**config.mk**
```make
export PLATFORM = sky130hd
export DESIGN_NAME = regfile_write_arbiter
export DESIGN_NICKNAME = d
export VERILOG_FILES = /design/src/rtl/regfile_write_arbiter_pkg.sv /design/src/rtl/regfile_write_arbiter_wb_hold_buffer.sv /design/src/rtl/regfile_write_arbiter.sv
export SDC_FILE = /design/constraint.sdc
export NUM_CORES = 1
export LEC_CHECK = 0
export ABC_AREA = 1
export BUFFER_PORTS_ARGS = -buffer_cell sky130_fd_sc_hd__buf_2
export CAP_MARGIN = 5
export CORE_MARGIN = 2
export CORE_UTILIZATION = 44
export DETAILED_ROUTE_END_ITERATION = 10
export GPL_TIMING_DRIVEN = 0
export PLACE_DENSITY = 0.77
export SYNTH_ARGS = -nofsm -noshare
export SYNTH_HDL_FRONTEND = slang
export SYNTH_SLANG_ARGS = --single-unit
```
**constraint.sdc**
```tcl
create_clock -name clk -period 4.63 [get_ports clk]
set_input_delay 0.6945 -clock clk [delete_from_list [all_inputs] [get_ports clk]]
set_output_delay 0.6945 -clock clk [all_outputs]
set_load 0.03 [all_outputs]
```
**src/rtl/regfile_write_arbiter_pkg.sv**
```systemverilog
// Shared defaults and requester indices for the register-file write arbiter.
package regfile_write_arbiter_pkg;
    localparam int DATA_WIDTH_DEF = 8;
    localparam int ADDR_WIDTH_DEF = 3;
    localparam int NUM_REGS_DEF   = 8;
    localparam int NUM_REQ        = 2;
    localparam int REQ_ALU        = 0;
    localparam int REQ_LOAD       = 1;
endpackage

```
**src/rtl/regfile_write_arbiter_wb_hold_buffer.sv**
```systemverilog
// Single-entry writeback holding buffer with an age bit that records whether
// this entry was captured before the entry held by the other requester.
module wb_hold_buffer #(
    parameter int DATA_WIDTH = 8,
    parameter int ADDR_WIDTH = 3
) (
    input  logic                  clk,
    input  logic                  reset,
    input  logic                  capture,
    input  logic                  drain,
    input  logic                  other_capture,
    input  logic                  other_full_next,
    input  logic [ADDR_WIDTH-1:0] in_addr,
    input  logic [DATA_WIDTH-1:0] in_data,
    output logic                  full,
    output logic [ADDR_WIDTH-1:0] addr,
    output logic [DATA_WIDTH-1:0] data,
    output logic                  older
);
    logic survive;
    assign survive = full && !drain;

    always_ff @(posedge clk or negedge reset) begin
        if (!reset) begin
            full  <= 1'b0;
            addr  <= '0;
            data  <= '0;
            older <= 1'b0;
        end else begin
            if (capture) begin
                addr <= in_addr;
                data <= in_data;
            end
            full  <= capture || survive;
            // Age is only meaningful while both entries are occupied; it is set
            // when the other side captures behind a surviving entry.
            older <= survive && other_full_next && (older || other_capture);
        end
    end
endmodule

```
**src/rtl/regfile_write_arbiter.sv**
```systemverilog
// Arbitrates the register file's single write port between the ALU and load
// writeback paths, and publishes a pending-write scoreboard and read stall.
module regfile_write_arbiter
    import regfile_write_arbiter_pkg::*;
#(
    parameter int DATA_WIDTH = DATA_WIDTH_DEF,
    parameter int ADDR_WIDTH = ADDR_WIDTH_DEF,
    parameter int NUM_REGS   = NUM_REGS_DEF
) (
    input  logic                  clk,
    input  logic                  reset,
    input  logic                  req0_valid,
    input  logic [ADDR_WIDTH-1:0] req0_addr,
    input  logic [DATA_WIDTH-1:0] req0_data,
    output logic                  req0_ready,
    input  logic                  req1_valid,
    input  logic [ADDR_WIDTH-1:0] req1_addr,
    input  logic [DATA_WIDTH-1:0] req1_data,
    output logic                  req1_ready,
    output logic                  rf_write,
    output logic [ADDR_WIDTH-1:0] rf_inaddress,
    output logic [DATA_WIDTH-1:0] rf_in,
    input  logic [ADDR_WIDTH-1:0] rd1_addr,
    input  logic [ADDR_WIDTH-1:0] rd2_addr,
    output logic [NUM_REGS-1:0]   busy,
    output logic                  stall
);
    if (NUM_REGS != 2 ** ADDR_WIDTH) begin : g_bad_cfg
        $error("NUM_REGS must equal 2**ADDR_WIDTH");
    end

    logic [NUM_REQ-1:0]                 valid, ready, acc, full, older, grant, full_next;
    logic [NUM_REQ-1:0][ADDR_WIDTH-1:0] in_addr, addr;
    logic [NUM_REQ-1:0][DATA_WIDTH-1:0] in_data, data;
    logic                               rr, rr_flip;

    assign valid[REQ_ALU]    = req0_valid;
    assign valid[REQ_LOAD]   = req1_valid;
    assign in_addr[REQ_ALU]  = req0_addr;
    assign in_addr[REQ_LOAD] = req1_addr;
    assign in_data[REQ_ALU]  = req0_data;
    assign in_data[REQ_LOAD] = req1_data;
    assign req0_ready        = ready[REQ_ALU];
    assign req1_ready        = ready[REQ_LOAD];

    for (genvar i = 0; i < NUM_REQ; i++) begin : g_buf
        localparam int O = NUM_REQ - 1 - i;
        // Ready is forced low while reset is held so nothing is accepted then.
        assign ready[i]     = reset && (!full[i] || grant[i]);
        assign acc[i]       = valid[i] && ready[i];
        assign full_next[i] = acc[i] || (full[i] && !grant[i]);

        wb_hold_buffer #(
            .DATA_WIDTH(DATA_WIDTH),
            .ADDR_WIDTH(ADDR_WIDTH)
        ) u_buf (
            .clk            (clk),
            .reset          (reset),
            .capture        (acc[i]),
            .drain          (grant[i]),
            .other_capture  (acc[O]),
            .other_full_next(full_next[O]),
            .in_addr        (in_addr[i]),
            .in_data        (in_data[i]),
            .full           (full[i]),
            .addr           (addr[i]),
            .data           (data[i]),
            .older          (older[i])
        );
    end

    // Same-address ties always go ALU first so the load value lands last.
    always_comb begin
        grant   = '0;
        rr_flip = 1'b0;
        case (full)
            2'b01: grant[REQ_ALU]  = 1'b1;
            2'b10: grant[REQ_LOAD] = 1'b1;
            2'b11: begin
                if (older[REQ_ALU])
                    grant[REQ_ALU] = 1'b1;
                else if (older[REQ_LOAD])
                    grant[REQ_LOAD] = 1'b1;
                else if (addr[REQ_ALU] != addr[REQ_LOAD]) begin
                    grant[REQ_LOAD] = rr;
                    grant[REQ_ALU]  = !rr;
                    rr_flip         = 1'b1;
                end else
                    grant[REQ_ALU] = 1'b1;
            end
            default: ;
        endcase
    end

    always_ff @(posedge clk or negedge reset) begin
        if (!reset)
            rr <= 1'b0;
        else if (rr_flip)
            rr <= !rr;
    end

    assign rf_write     = |grant;
    assign rf_inaddress = grant[REQ_LOAD] ? addr[REQ_LOAD] :
                          grant[REQ_ALU]  ? addr[REQ_ALU]  : '0;
    assign rf_in        = grant[REQ_LOAD] ? data[REQ_LOAD] :
                          grant[REQ_ALU]  ? data[REQ_ALU]  : '0;

    always_comb begin
        busy = '0;
        for (int r = 0; r < NUM_REGS; r++) begin
            busy[r] = (full[REQ_ALU]  && addr[REQ_ALU]  == ADDR_WIDTH'(r)) ||
                      (full[REQ_LOAD] && addr[REQ_LOAD] == ADDR_WIDTH'(r));
        end
    end

    assign stall = busy[rd1_addr] || busy[rd2_addr];
endmodule

```
==> metrics <==
per-cell routed wire length=12.1 microns; cts hold-fix bufs=0; Period minus WS final=2.80 ns; global routing usage summed across all routing layers=0.209; Mapped Nets=282; Clock Sink Count=27; Rel. slew slack=0.593; row cnt=23; Chip Width=68.0 microns; Arr. time, crit path=2.11 ns; total power after layout=719 uW; clock buffer count from CTS=3; number of nets at the end of the flow=341; CP endpoint kind=primary output; sequential cell area fraction in the yosys report=0.375; via count=1,814; buffer depth of the longest clock path=2; CTS H-Tree Depth=1; Die Span Y=68.0 microns; status=completed; DRC errors left=0; class of the most critical setup path=in -> out; area of the core=0.00397 sq mm; count of fill cells added during filler insertion=415; maximum number of pins on one net before global-route repair=29; Synth Register Bits=27; drt via density=5.07; P&R area growth vs syn=21.0%; sum of negative setup slack=0 ns; Post-Synthesis Cell Area=0.00180 sq mm; Synth Instances=250; highest-count cells in the layout ignoring fill and taps=sky130_fd_sc_hd__nand2_1, sky130_fd_sc_hd__buf_2, sky130_fd_sc_hd__dfrtp_1; Top-Level Pins=55; post-layout util=0.549; starting density of the core=0.454; antenna violations before repair=0; routability-driven placement congestion ratio=0.841; vias in the first global route=1,745; die area=0.00462 sq mm; Slew Limit Fails=0; number of buffers added on ports=54; Tcrit/Tclk final=0.605; Remaining Overflow, GRT=0; total of max-cap violations=0; Min-Delay Path Class=in -> async; setup repair after global routing missed its margin=no; capturing point of the worst reg2reg path=g_buf[0].u_buf.data[2]; Root Buffer=sky130_fd_sc_hd__clkbuf_8; Max Clk Rate=357 MHz; Least-Margin Pin Slew=0.610 ns; Seq. cell area=676 sq um; Clock Latency Late Sink=0.27 ns; synthesized area per cell=7.21 sq um; sum of net half-perimeters after detailed placement=3330 microns; remaining antenna violation count after routing=0; Static Leak=0.00127 uW; initial detailed-routing violation count=84; worst setup slack for register-to-register paths=3.05 ns; Diodes inserted=0; first-pass GRT wire length=7490 microns; most common library cell in the layout ignoring fill and taps=sky130_fd_sc_hd__nand2_1; Hold Fails Final Rpt=0; count of cells along the worst register-to-register path=10; type of element launching the critical path=primary input; area used by multi-input combinational logic=940 sq um; maximum ir drop on the vdd rail=0.000204 V; required time at the worst-slack endpoint=3.94 ns; worst setup skew after layout=0.00304 ns; TritonCTS clock tree=yes; clock-pin slew on the worst setup and hold paths=0.08 ns; # setup viols final=0; First-pass DRT Iterations=4; share of cells above drive strength 1=0.279; start of the worst register-to-register path=g_buf[1].u_buf.addr[1]; Max FO, Critical Path=28; synthesis warning total=0; PD cells=330 mW/mm^2; post-detailed-routing wire length=4330 microns; CTS-repair resized insts=0; Post-CTS Repair Setup Buffers=0; number of distinct library cell variants in the gate-level netlist after synthesis=23; minimum hold slack=0.425 ns
[layout make-up]
cell class / instances / area share
buffer: 14 / 0.0459
clock buffer: 4 / 0.0207
inverter: 23 / 0.0396
multi-input combinational: 186 / 0.431
sequential: 27 / 0.310
tap: 50 / 0.0287
timing repair buffer: 54 / 0.124
[worst max path at each step]
stage / depth (start not counted) / slack, ns / endpoint / startpoint
after floorplan: 8 / 1.97 / stall / g_buf[0].u_buf.full
after global routing: 4 / 1.67 / req1_ready / reset
after CTS: 4 / 1.77 / req1_ready / reset
after global placement: 4 / 1.79 / req1_ready / reset
after detailed placement: 4 / 1.78 / req1_ready / reset
final: 4 / 1.83 / req1_ready / reset
[state kept, by name (all words and copies together) (netlist names)]
| register | flops |
|---|---|
| g_buf.u_buf.addr | 6 |
| g_buf.u_buf.data | 16 |
| g_buf.u_buf.full | 2 |
| g_buf.u_buf.older | 2 |
| rr | 1 |
[kinds of logic (layout without fill, tap and decap cells)]
group / Yosys count / count (layout) / share of synthesized area
AND/OR/NAND/NOR: 172 / 172 / 0.468
XOR/XNOR: 2 / 2 / 0.00972
buffers and inverters: 37 / 95 / 0.103
flip-flops: 27 / 27 / 0.375
AO/OA/AOI/OAI: 12 / 12 / 0.0438
[metal layers]
layer,routed length [microns],vias up,global-route usage
li1,-,937,-
met2,2060,51,0.369
met5,0,-,0
met3,194,4,0.0181
met4,51,0,0.0600
met1,2030,822,0.274
[where the power goes]
part | internal (uW) | leakage [uW] | switching (uW)
clock network | 61.7 | 0.0000228 | 69.0
logic | 97.4 | 0.000906 | 187
registers | 272 | 0.000337 | 32.4
[metrics by stage]
step	cell area (sq um)	instances	worst slack, ns
detailed placement	2130	354	1.78
CTS	2180	358	1.77
global placement	2130	354	1.79
floorplan	1800	250	1.97
global route	2180	358	1.67
finish	2180	358	1.83
[cells in the mapped netlist, drive strengths merged]
cell type    n  area [sq um]
nor2         9          33.8
nand3       33           225
nand2      106           434
dfrtp       27           676
o21a         1          7.51
nand4       24           150
inv         23          86.3
a21oi        1          5.00
o21ai        5          28.8
clkbuf       5          18.8
a21boi       1          7.51
buf          9          81.3
xnor2        2          17.5
o211ai       4          30.0
[critical path, cell delays in order]
cell	delay, ns
sky130_fd_sc_hd__buf_2	0.48
sky130_fd_sc_hd__clkbuf_1	0.43
sky130_fd_sc_hd__a21boi_0	0.26
sky130_fd_sc_hd__buf_2	0.23
(Power assumes the default switching activity.)
